--- config.mk ---
export PLATFORM = sky130hd
export DESIGN_NAME = ualink_pkt_gen_flat
export DESIGN_NICKNAME = d
export VERILOG_FILES = /design/src/rtl/ualink_pkt_gen_if.sv /design/src/rtl/ualink_pkt_gen.sv /design/src/flat_wrapper.sv
export SDC_FILE = /design/constraint.sdc
export NUM_CORES = 1
export LEC_CHECK = 0
export ABC_AREA = 1
export CORE_AREA = 2 2 418 420
export CTS_BUF_LIST = sky130_fd_sc_hd__clkbuf_8
export CTS_CLUSTER_SIZE = 12
export DETAILED_ROUTE_END_ITERATION = 6
export DIE_AREA = 0 0 420 422
export SLEW_MARGIN = 20
export SYNTH_ARGS = -nofsm -noshare
export SYNTH_HDL_FRONTEND = slang
export SYNTH_SLANG_ARGS = --single-unit
--- constraint.sdc ---
create_clock -name axi_aclk -period 3.7 [get_ports axi_aclk]
set_input_delay 0.37 -clock axi_aclk [delete_from_list [all_inputs] [get_ports axi_aclk]]
set_output_delay 0.37 -clock axi_aclk [all_outputs]
set_load 0.01 [all_outputs]
--- src/rtl/ualink_pkt_gen_if.sv ---
// Multi-port AXI-Stream bundle driven by the UALink request generator.
interface ualink_pkt_gen_if #(
  parameter int NUM_PORTS = 5,
  parameter int DW        = 64,
  parameter int TUW       = 128
) ();
  logic [NUM_PORTS-1:0][DW-1:0]   tdata;
  logic [NUM_PORTS-1:0][DW/8-1:0] tstrb;
  logic [NUM_PORTS-1:0][TUW-1:0]  tuser;
  logic [NUM_PORTS-1:0]           tvalid;
  logic [NUM_PORTS-1:0]           tready;
  logic [NUM_PORTS-1:0]           tlast;

  modport master (output tdata, tstrb, tuser, tvalid, tlast, input tready);
  modport slave  (input tdata, tstrb, tuser, tvalid, tlast, output tready);
endinterface

--- src/rtl/ualink_pkt_gen.sv ---
// UALink-over-UDP read/write request generator driving NUM_PORTS AXI-Stream masters.
// Define PKTGEN_RANDOM_PORT_EN to pick each packet's port from an 8-bit LFSR instead of port_sel.
module ualink_pkt_gen_lane #(
  parameter int DW  = 64,
  parameter int TUW = 128
) (
  input  logic            sel,
  input  logic            vld,
  input  logic            last,
  input  logic [DW-1:0]   data,
  output logic [DW-1:0]   tdata,
  output logic [DW/8-1:0] tstrb,
  output logic [TUW-1:0]  tuser,
  output logic            tvalid,
  output logic            tlast
);
  assign tvalid = sel & vld;
  assign tlast  = sel & vld & last;
  assign tdata  = sel ? data : '0;
  assign tstrb  = sel ? '1 : '0;
  assign tuser  = sel ? TUW'(8'hAA) : '0;
endmodule

module ualink_pkt_gen #(
  parameter int NUM_PORTS            = 5,
  parameter int C_M_AXIS_DATA_WIDTH  = 64,
  parameter int C_M_AXIS_TUSER_WIDTH = 128,
  parameter int WR_LEN_WORDS         = 32,
  parameter int RD_LEN_WORDS         = 24,
  parameter int GAP_CYCLES           = 8,
  localparam int PW = (NUM_PORTS > 1) ? $clog2(NUM_PORTS) : 1
) (
  input  logic          axi_aclk,
  input  logic          axi_resetn,
  input  logic          start,
  input  logic          stop,
  input  logic [1:0]    mode,
  input  logic [PW-1:0] port_sel,
  input  logic [15:0]   pkt_count,
  input  logic [15:0]   addr_base,
  input  logic [7:0]    data_byte,
  output logic          busy,
  output logic          done,
  output logic [15:0]   pkts_sent,
  ualink_pkt_gen_if.master m_axis
);
  localparam int DW  = C_M_AXIS_DATA_WIDTH;
  localparam int TUW = C_M_AXIS_TUSER_WIDTH;
  localparam logic [15:0] WR_LAST  = 16'(WR_LEN_WORDS - 1);
  localparam logic [15:0] RD_LAST  = 16'(RD_LEN_WORDS - 1);
  localparam logic [15:0] GAP_LAST = 16'(GAP_CYCLES - 1);

  typedef enum logic [1:0] {S_IDLE, S_PKT, S_GAP, S_FIN} state_t;

  state_t        state;
  logic [1:0]    mode_r;
  logic [PW-1:0] port_r;
  logic [15:0]   cnt_r, addr_r, idx, gap_cnt;
  logic [7:0]    byte_r;
  logic          op_wr, stop_seen, tvalid_r, tlast_r;
  logic [63:0]   tdata_r;
  logic          hs, run_over;
  logic [15:0]   nidx, last_idx;

  function automatic logic [63:0] beat_word(input logic [15:0] i, input logic wr,
                                            input logic [15:0] a, input logic [7:0] b);
    logic [63:0] w;
    case (i)
      16'd0:   w = 64'h0000FFFFFFFFFFFF;
      16'd1:   w = {(wr ? 8'h02 : 8'h01), 56'h45000800000000};
      16'd2:   w = 64'h1140000001000600;
      16'd3:   w = 64'hA8C000000000DCB9;
      16'd4:   w = 64'h4C00393035000600;
      16'd5:   w = {48'h5A3030303030, a};
      default: w = (wr && i <= 16'd13) ? {8{b}} : {8{i[7:0]}};
    endcase
    return w;
  endfunction

  assign hs       = tvalid_r & m_axis.tready[port_r];
  assign nidx     = idx + 16'd1;
  assign last_idx = op_wr ? WR_LAST : RD_LAST;
  // stop may arrive on the very cycle the gap expires; it still ends the run
  assign run_over = ((cnt_r != 16'd0) && (pkts_sent == cnt_r)) || stop_seen || stop;

`ifdef PKTGEN_RANDOM_PORT_EN
  logic [7:0]    lfsr;
  logic [7:0]    lfsr_nxt;
  logic [PW-1:0] rnd_port;
  assign lfsr_nxt = {lfsr[6:0], lfsr[7] ^ lfsr[5] ^ lfsr[4] ^ lfsr[3]};
  assign rnd_port = PW'(lfsr % 8'(NUM_PORTS));
`endif

  always_ff @(posedge axi_aclk) begin
    if (!axi_resetn) begin
      state     <= S_IDLE;
      mode_r    <= '0;
      port_r    <= '0;
      cnt_r     <= '0;
      addr_r    <= '0;
      byte_r    <= '0;
      idx       <= '0;
      gap_cnt   <= '0;
      op_wr     <= 1'b1;
      stop_seen <= 1'b0;
      busy      <= 1'b0;
      done      <= 1'b0;
      pkts_sent <= '0;
      tvalid_r  <= 1'b0;
      tlast_r   <= 1'b0;
      tdata_r   <= '0;
`ifdef PKTGEN_RANDOM_PORT_EN
      lfsr      <= 8'h01;
`endif
    end else begin
      done <= 1'b0;
      if (busy && stop) stop_seen <= 1'b1;
      case (state)
        S_IDLE: if (start) begin
          mode_r    <= mode;
          cnt_r     <= pkt_count;
          addr_r    <= addr_base;
          byte_r    <= data_byte;
          op_wr     <= ~mode[0];
          stop_seen <= stop;
          pkts_sent <= '0;
          busy      <= 1'b1;
`ifdef PKTGEN_RANDOM_PORT_EN
          port_r    <= rnd_port;
          lfsr      <= lfsr_nxt;
`else
          port_r    <= port_sel;
`endif
          idx       <= '0;
          tvalid_r  <= 1'b1;
          tlast_r   <= 1'b0;
          tdata_r   <= beat_word(16'd0, 1'b1, 16'd0, 8'd0);
          state     <= S_PKT;
        end
        S_PKT: if (hs) begin
          if (tlast_r) begin
            tvalid_r  <= 1'b0;
            tlast_r   <= 1'b0;
            tdata_r   <= '0;
            pkts_sent <= pkts_sent + 16'd1;
            addr_r    <= addr_r + 16'd1;
            if (mode_r == 2'b10) op_wr <= ~op_wr;
            gap_cnt   <= '0;
            state     <= S_GAP;
          end else begin
            idx     <= nidx;
            tdata_r <= beat_word(nidx, op_wr, addr_r, byte_r);
            tlast_r <= (nidx == last_idx);
          end
        end
        S_GAP: if (gap_cnt == GAP_LAST) begin
          if (run_over) begin
            done  <= 1'b1;
            busy  <= 1'b0;
            state <= S_FIN;
          end else begin
`ifdef PKTGEN_RANDOM_PORT_EN
            port_r <= rnd_port;
            lfsr   <= lfsr_nxt;
`endif
            idx      <= '0;
            tvalid_r <= 1'b1;
            tlast_r  <= 1'b0;
            tdata_r  <= beat_word(16'd0, op_wr, addr_r, byte_r);
            state    <= S_PKT;
          end
        end else begin
          gap_cnt <= gap_cnt + 16'd1;
        end
        S_FIN:   state <= S_IDLE;
        default: state <= S_IDLE;
      endcase
    end
  end

  // upper lanes of wide buses carry the fill byte; the protocol word sits in [63:0]
  logic [DW-1:0] beat_data;
  always_comb begin
    beat_data = '0;
    if (tvalid_r) begin
      beat_data       = {(DW/8){byte_r}};
      beat_data[63:0] = tdata_r;
    end
  end

  logic [NUM_PORTS-1:0][DW-1:0]   lane_tdata;
  logic [NUM_PORTS-1:0][DW/8-1:0] lane_tstrb;
  logic [NUM_PORTS-1:0][TUW-1:0]  lane_tuser;
  logic [NUM_PORTS-1:0]           lane_tvalid, lane_tlast;

  for (genvar p = 0; p < NUM_PORTS; p++) begin : g_lane
    ualink_pkt_gen_lane #(.DW(DW), .TUW(TUW)) u_lane (
      .sel    (busy && (port_r == PW'(p))),
      .vld    (tvalid_r),
      .last   (tlast_r),
      .data   (beat_data),
      .tdata  (lane_tdata[p]),
      .tstrb  (lane_tstrb[p]),
      .tuser  (lane_tuser[p]),
      .tvalid (lane_tvalid[p]),
      .tlast  (lane_tlast[p])
    );
  end

  assign m_axis.tdata  = lane_tdata;
  assign m_axis.tstrb  = lane_tstrb;
  assign m_axis.tuser  = lane_tuser;
  assign m_axis.tvalid = lane_tvalid;
  assign m_axis.tlast  = lane_tlast;
endmodule
--- src/flat_wrapper.sv ---
// flat-port wrapper written by rule: the top's interface ports become plain ports
module ualink_pkt_gen_flat 
#(
  parameter int NUM_PORTS            = 5,
  parameter int C_M_AXIS_DATA_WIDTH  = 64,
  parameter int C_M_AXIS_TUSER_WIDTH = 128,
  parameter int WR_LEN_WORDS         = 32,
  parameter int RD_LEN_WORDS         = 24,
  parameter int GAP_CYCLES           = 8,
  localparam int PW = (NUM_PORTS > 1) ? $clog2(NUM_PORTS) : 1
)
  (axi_aclk, axi_resetn, start, stop, mode, port_sel, pkt_count, addr_base, data_byte, busy, done, pkts_sent, m_axis_tdata, m_axis_tstrb, m_axis_tuser, m_axis_tvalid, m_axis_tlast, m_axis_tready);
  ualink_pkt_gen_if #(.NUM_PORTS(NUM_PORTS)) m_axis_i ();
  input  logic axi_aclk;
  input  logic axi_resetn;
  input  logic start;
  input  logic stop;
  input  logic [1:0] mode;
  input  logic [PW-1:0] port_sel;
  input  logic [15:0] pkt_count;
  input  logic [15:0] addr_base;
  input  logic [7:0] data_byte;
  output logic busy;
  output logic done;
  output logic [15:0] pkts_sent;
  output wire logic [$bits(m_axis_i.tdata)-1:0] m_axis_tdata;
  output wire logic [$bits(m_axis_i.tstrb)-1:0] m_axis_tstrb;
  output wire logic [$bits(m_axis_i.tuser)-1:0] m_axis_tuser;
  output wire logic [$bits(m_axis_i.tvalid)-1:0] m_axis_tvalid;
  output wire logic [$bits(m_axis_i.tlast)-1:0] m_axis_tlast;
  input wire logic [$bits(m_axis_i.tready)-1:0] m_axis_tready;
  assign m_axis_tdata = m_axis_i.tdata;
  assign m_axis_tstrb = m_axis_i.tstrb;
  assign m_axis_tuser = m_axis_i.tuser;
  assign m_axis_tvalid = m_axis_i.tvalid;
  assign m_axis_tlast = m_axis_i.tlast;
  assign m_axis_i.tready = m_axis_tready;
  ualink_pkt_gen #(.NUM_PORTS(NUM_PORTS), .C_M_AXIS_DATA_WIDTH(C_M_AXIS_DATA_WIDTH), .C_M_AXIS_TUSER_WIDTH(C_M_AXIS_TUSER_WIDTH), .WR_LEN_WORDS(WR_LEN_WORDS), .RD_LEN_WORDS(RD_LEN_WORDS), .GAP_CYCLES(GAP_CYCLES)) u_core (.axi_aclk(axi_aclk), .axi_resetn(axi_resetn), .start(start), .stop(stop), .mode(mode), .port_sel(port_sel), .pkt_count(pkt_count), .addr_base(addr_base), .data_byte(data_byte), .busy(busy), .done(done), .pkts_sent(pkts_sent), .m_axis(m_axis_i));
endmodule
-- After elaboration in Yosys (flattened, before gate mapping)
Cells that the tools add are included.
Widths: inputs -> output; s select.
- word-level logic and storage cells: 163
- output and inout port bits: 1028
- bits in registers: 165
- input bits: 54
- reduce and logical (&&, ||, !) cells: 28
- mux-type cells: 75
- $lt $le $gt $ge: 2
- eq/ne operators: 25
- add/subtract/negate cells: 4
- bitwise logic cells: 13
- operators by type and width (operator ; count):
    $mux 64 ; 12
    $pmux 64 s6 ; 1
    $mux 16 ; 13
    $pmux 64 s3 ; 1
    $pmux 16 s2 ; 3
    $mux 8 ; 10
    $add 16x1->16 const B ; 4
    $eq 16x3->1 const B ; 3
    $pmux 16 s3 ; 1
    $eq 16x16->1 ; 2
    $eq 16x2->1 const B ; 2
    $mux 1 ; 21
    $eq 16x1->1 const B ; 1
    $le 16x4->1 const B ; 1
    $logic_not 16->1 ; 1
    $reduce_and 4->1 ; 4
    $reduce_bool 16->1 ; 1
    $mux 2 ; 6
    $reduce_and 6->1 ; 2
    $and 1x1->1 ; 11
    $ne 2x1->1 const B ; 5
    $reduce_and 5->1 ; 2
    $logic_and 1x1->1 ; 8
    $ne 2x2->1 const B ; 4
    19 further kinds ; 28

-- Depth between registers and ports, before layout
- depth after elaboration: 8
- gate-level depth with buffers: 20
- mapped depth without buffers: 19

-- By module
From an unflattened synthesis, not the netlist that was laid out.
- cell total of the unflattened synthesis: 2652
- area total of the unflattened synthesis: 16306.9 µm²
- by module, submodules not included (module ; seq. area each (µm²) ; area an instance (µm²) ; cells an instance ; instances):
    ualink_pkt_gen ; 2942.8 ; 8361.8 ; 1272 ; 1
    ualink_pkt_gen_lane ; 0.0 ; 1589.0 ; 276 ; 5

-- Worst setup path after synthesis
OpenSTA, ideal clock, no wires.
- path kind: register to output
- start: reg u_core.busy
- end: out m_axis_tdata[286]
- data arrival time: 2568 ps
- slack: 762 ps
- cell stages (with the launch flop): 8
- buffers on the path: 3
- data required time: 3330 ps
- cells stage by stage: dfxtp_1 > inv_1 > nor4_1 > nand2_1 > clkbuf_1 > clkbuf_1 > nor2_1 > buf_4
- longest elaborated chain between the ends: 2
- RTL lines (element ; RTL line ; text):
    start: declaration ; ualink_pkt_gen.sv:42 ; output logic busy,
    start signal: assignment ; ualink_pkt_gen.sv:106 ; busy <= 1'b0;
    start signal: assignment ; ualink_pkt_gen.sv:127 ; busy <= 1'b1;
    start signal: assignment ; ualink_pkt_gen.sv:159 ; busy <= 1'b0;
    $logic_and 1x1->1 ; ualink_pkt_gen.sv:198 ; .sel (busy && (port_r == PW'(p))),
    net u_core.g_lane[4].u_lane.sel ; ualink_pkt_gen.sv:7 ; input logic sel,
    $mux 64 ; ualink_pkt_gen.sv:19 ; assign tdata = sel ? data : '0;
    end: declaration ; flat_wrapper.sv:26 ; output wire logic [$bits(m_axis_i.tdata)-1:0] m_axis_tdata;
The timed path passes the listed nets, and every way through them passes these cells.

-- Final worst setup path
- start: reg u_core.port_r[0]
- end: out m_axis_tdata[87]
- longest elaborated chain between the ends: 3
- RTL lines (element ; RTL line ; text):
    start: declaration ; ualink_pkt_gen.sv:57 ; logic [PW-1:0] port_r;
    start signal: assignment ; ualink_pkt_gen.sv:132 ; port_r <= port_sel;
    $eq 3x1->1 ; ualink_pkt_gen.sv:198 ;
    $logic_and 1x1->1 ; ualink_pkt_gen.sv:198 ;
    $mux 64 ; ualink_pkt_gen.sv:19 ;
Every way passes these cells.

==> flow_summary_export.csv <==
group,metric,value,unit
power_and_ir_drop,irDropWorstVdd,0.242,mV
worst_setup_path,regToRegStartpoint,"u_core.idx[0]",
synthesis,async_flop_share,0,%
synthesis,ys_ff_latch,147,
grt,globalRouteMet1Util,7.68,%
worst_setup_path,cp_cell_sequence,"inv_2, nor3_2, nand2_2, buf_4, nor2_1, clkdlybuf4s50_1",
synthesis,synth.top_cell.area_share,39.1,%
placed_design,dp.final_hpwl,56600,um
timing,grt_setup_unrepaired,"false",
floorplan,die_w,420,um
synthesis,yosysSeqAreaShare,19.6,%
synthesis,synth.avg_cell_area,6.51,sq um
timing,fin_tns_setup,0,ns
cts,root_buffer,"clkbuf_8",
cts,cts_tree,"yes",
routing,route.detailed.drc,0,
timing,post-route-period-util,90.7,%
power_and_ir_drop,p_leak,7.49,nW
timing,drv_slew,0,
routing,drt-wirelength-per-cell,13.3,um
synthesis,yosys_warnings,0,
cts,ctsHtreeMaxLevel,4,
grt,gr-max-usage-layer,"met2",
cells_and_area,syn2layout_area_growth,29.3,%
routing,vias_per_cell,2.67,
routing,antenna_violating_nets_post_route,0,
routing,detail_route.first_pass.iterations,7,
worst_setup_path,timing.setup.critical_path_class,"flip-flop to output pin",
timing,final-setup-viol-count,0,
synthesis,synth_top_cell_by_area,"buf_4",
worst_setup_path,critical_path.n_buffers_inverters,3,
synthesis,synth_edf_count,0,
synthesis,yosysMostFrequentCell,"buf_4",
floorplan,std_cell_rows,153,
timing,worstMarginPinSlew,0.817,ns
min_path,worstHoldPathCells,2,
timing,finalHoldWorstSlack,0.471,ns
floorplan,fp.dieArea,177000,sq um
worst_setup_path,r2r.worst_path.cells,14,
worst_setup_path,capturing_point_of_the_worst_reg2reg_path,"u_core.tdata_r[26]",
synthesis,synth.top_cells.by_count,"buf_4, nor2_1, nand2_1",
worst_setup_path,critical_path_s_top_delay_family,"buffers and inverters",
floorplan,io-pin-count,1082,
worst_setup_path,critPathMaxFanout,17,
floorplan,die_height,422,um
timing,setup_ws,0.346,ns
cts,clk_latency,0.48,ns
worst_setup_path,max_stage_delay,0.63,ns
routing,detail_route.wirelength,65400,um
synthesis,synth.top_cells.by_area,"buf_4, dfxtp_1, nor2_1, nand2_1, inv_1",
worst_setup_path,worst-r2r-setup-slack,0.49,ns
cells_and_area,drive_gt1_share,5.44,%
floorplan,floorplan.initialDensity,8.67,%
synthesis,synthFlopType,"dfxtp_1",
min_path,whs_endpoint,"u_core.mode_r[1]",
worst_setup_path,critical_path.endpoint_type,"output pin",
synthesis,post_synth_inst_count,2303,
grt,grt_usage,6.82,%
min_path,min-delay-path-class,"flip-flop to flip-flop",
worst_setup_path,worstPathArrival,2.98,ns
routing,drt_iter0_drc,1002,
floorplan,design.core.area,173000,sq um
cts,worst_setup_hold_path_clk_slew,0.09,ns
worst_setup_path,worst_path_max_delay_cell,"clkdlybuf4s50_1",
placed_design,place_congestion,0.847,
grt,groute.layer.met3.usage,0.930,%
synthesis,synth_area,15000,sq um
worst_setup_path,critical_path_required,3.33,ns
grt,initial_antenna_violation_count,23,
cts,tritoncts.num_buffers,17,
cells_and_area,post_layout_nonfiller_instances,4920,
cts,tritoncts_num_sinks,147,
timing,max_freq,298,MHz
grt,grt_pass1_vias,10900,
grt,grt_pass1_wl,85800,um
timing,slew_headroom,45.5,%
cts,post_cts.resized_instances,0,
placed_design,place_inst,4885,
placed_design,place_worst_setup_slack,0.577,ns
timing,hold_violations,0,
flow_run,max-cap-violations,0,
timing,finClkSkew,0.0343,ns
outcome,status,"finished clean",
cells_and_area,fin_nets,2641,
grt,global_route_congestion_overflow_total,0,
cells_and_area,postLayoutCoreUtil,11.2,%
timing,layout_min_cycle_time,3.35,ns
cts,cts.repair_timing.setup_buffer_count,0,
cts,cts_max_path_buffers,2,
worst_setup_path,crit_path_start_kind,"flip-flop",
cts,postCtsHoldBufs,0,
synthesis,synth_cell_types,39,
routing,routed-via-count,13100,
placed_design,portBuffers,461,
grt,groute.layer.met2.usage,13.4,%
grt,grt_max_degree,70,
power_and_ir_drop,p_per_cell_area,311,nW/um^2
min_path,holdCritStartpoint,"u_core.mode_r[1]",
## metal layers
layer	up-vias	share of wire, %
met5	-	0
met4	0	1.2
met3	50	4.7
met2	559	56
met1	6191	38
li1	6346	-
## where the power goes
group,total [mW],leakage (nW),switching [mW],internal (mW)
registers,2.23,1.21,0.372,1.85
logic,2.49,6.08,1.82,0.676
clock network,1.31,0.202,0.785,0.522
total,6.03,7.49,2.97,3.05
## worst max path at each step
stage / from / endpoint / slack [ns] / cells past startpoint
floorplan: u_core.busy / m_axis_tdata[286] / 0.76 / 7
global placement: u_core.idx[0] / u_core.tdata_r[61] / 0.54 / 15
detailed placement: u_core.idx[0] / u_core.tdata_r[53] / 0.58 / 15
CTS: u_core.busy / m_axis_tdata[155] / 0.22 / 9
global route: u_core.busy / m_axis_tdata[155] / 0.13 / 9
finish: u_core.port_r[0] / m_axis_tdata[87] / 0.35 / 6
## sequential cells by signal, indices dropped and copies added, names as in the netlist
name / count
u_core.addr_r: 16
u_core.busy: 1
u_core.byte_r: 8
u_core.cnt_r: 16
u_core.done: 1
u_core.gap_cnt: 16
u_core.idx: 16
u_core.mode_r: 2
u_core.op_wr: 1
u_core.pkts_sent: 16
u_core.port_r: 3
u_core.state: 2
u_core.stop_seen: 1
u_core.tdata_r: 46
u_core.tlast_r: 1
u_core.tvalid_r: 1
## area by class of cell
class / count / area, sq um
diodes: 3 / 7.51
clock buffers: 17 / 234
clock inverters: 15 / 181
fillers: 20100 / 153000
inverters: 168 / 632
multi-input cells: 1753 / 7620
flip-flops and latches: 147 / 2940
well taps: 2325 / 2910
repair buffers: 492 / 4860
## per-stage QoR
step | area [sq um] | total power [mW]
3_5_place_dp | 19000 | 4.78
5_1_grt | 19400 | 6.45
4_1_cts | 19400 | 6.09
6_report | 19400 | 6.03
3_3_place_gp | 19000 | 4.75
2_1_floorplan | 17300 | 4.22
## worst register-to-register path: stages (launching register included)
cell	delay [ns]
dfxtp_1	0.49
ha_1	0.32
nand3_2	0.14
xnor2_1	0.49
nor2_2	0.14
nand2_4	0.14
nor2_1	0.08
nand3_1	0.38
nand2_1	0.20
nor2_2	0.19
nand3_2	0.17
nand3_1	0.12
nand2_1	0.07
nand2_1	0.10
a21oi_1	0.07
## cells by family after synthesis
kind of cell,count (synthesis),share of synthesized area (%)
AO/OA/AOI/OAI,257,9.14
XOR/XNOR,21,1.23
adder cells (fa/ha/maj),8,0.668
buffers and inverters,1022,45.3
flip-flops,147,19.6
other,1,0.0250
AND/OR/NAND/NOR,847,24.0
## layout by cell type (no fill, tap or decap), types with 3 or more instances in the layout
cell,synthesis,routed
a211oi_1,5,5
a21oi_1,113,113
a21oi_2,4,4
a221oi_1,3,3
a31oi_1,11,11
buf_4,781,32
clkbuf_8,0,17
clkdlybuf4s50_1,0,457
clkinv_8,0,4
conb_1,1,620
dfxtp_1,147,147
diode_2,0,3
ha_1,8,8
inv_1,154,152
inv_2,12,14
inv_8,0,6
nand2_1,304,300
nand2_2,10,14
nand3_1,72,72
nand3_2,8,8
nand3b_1,4,4
nand4_1,27,27
nor2_1,360,359
nor2_2,13,14
nor2_4,7,7
nor3_1,29,26
nor3_2,1,4
nor4_1,8,7
o21ai_0,103,103
o21ai_1,8,7
o21ai_2,4,5
o21bai_1,4,4
xnor2_1,8,8
xor2_1,13,13
Power figures use the tool's default switching activity.
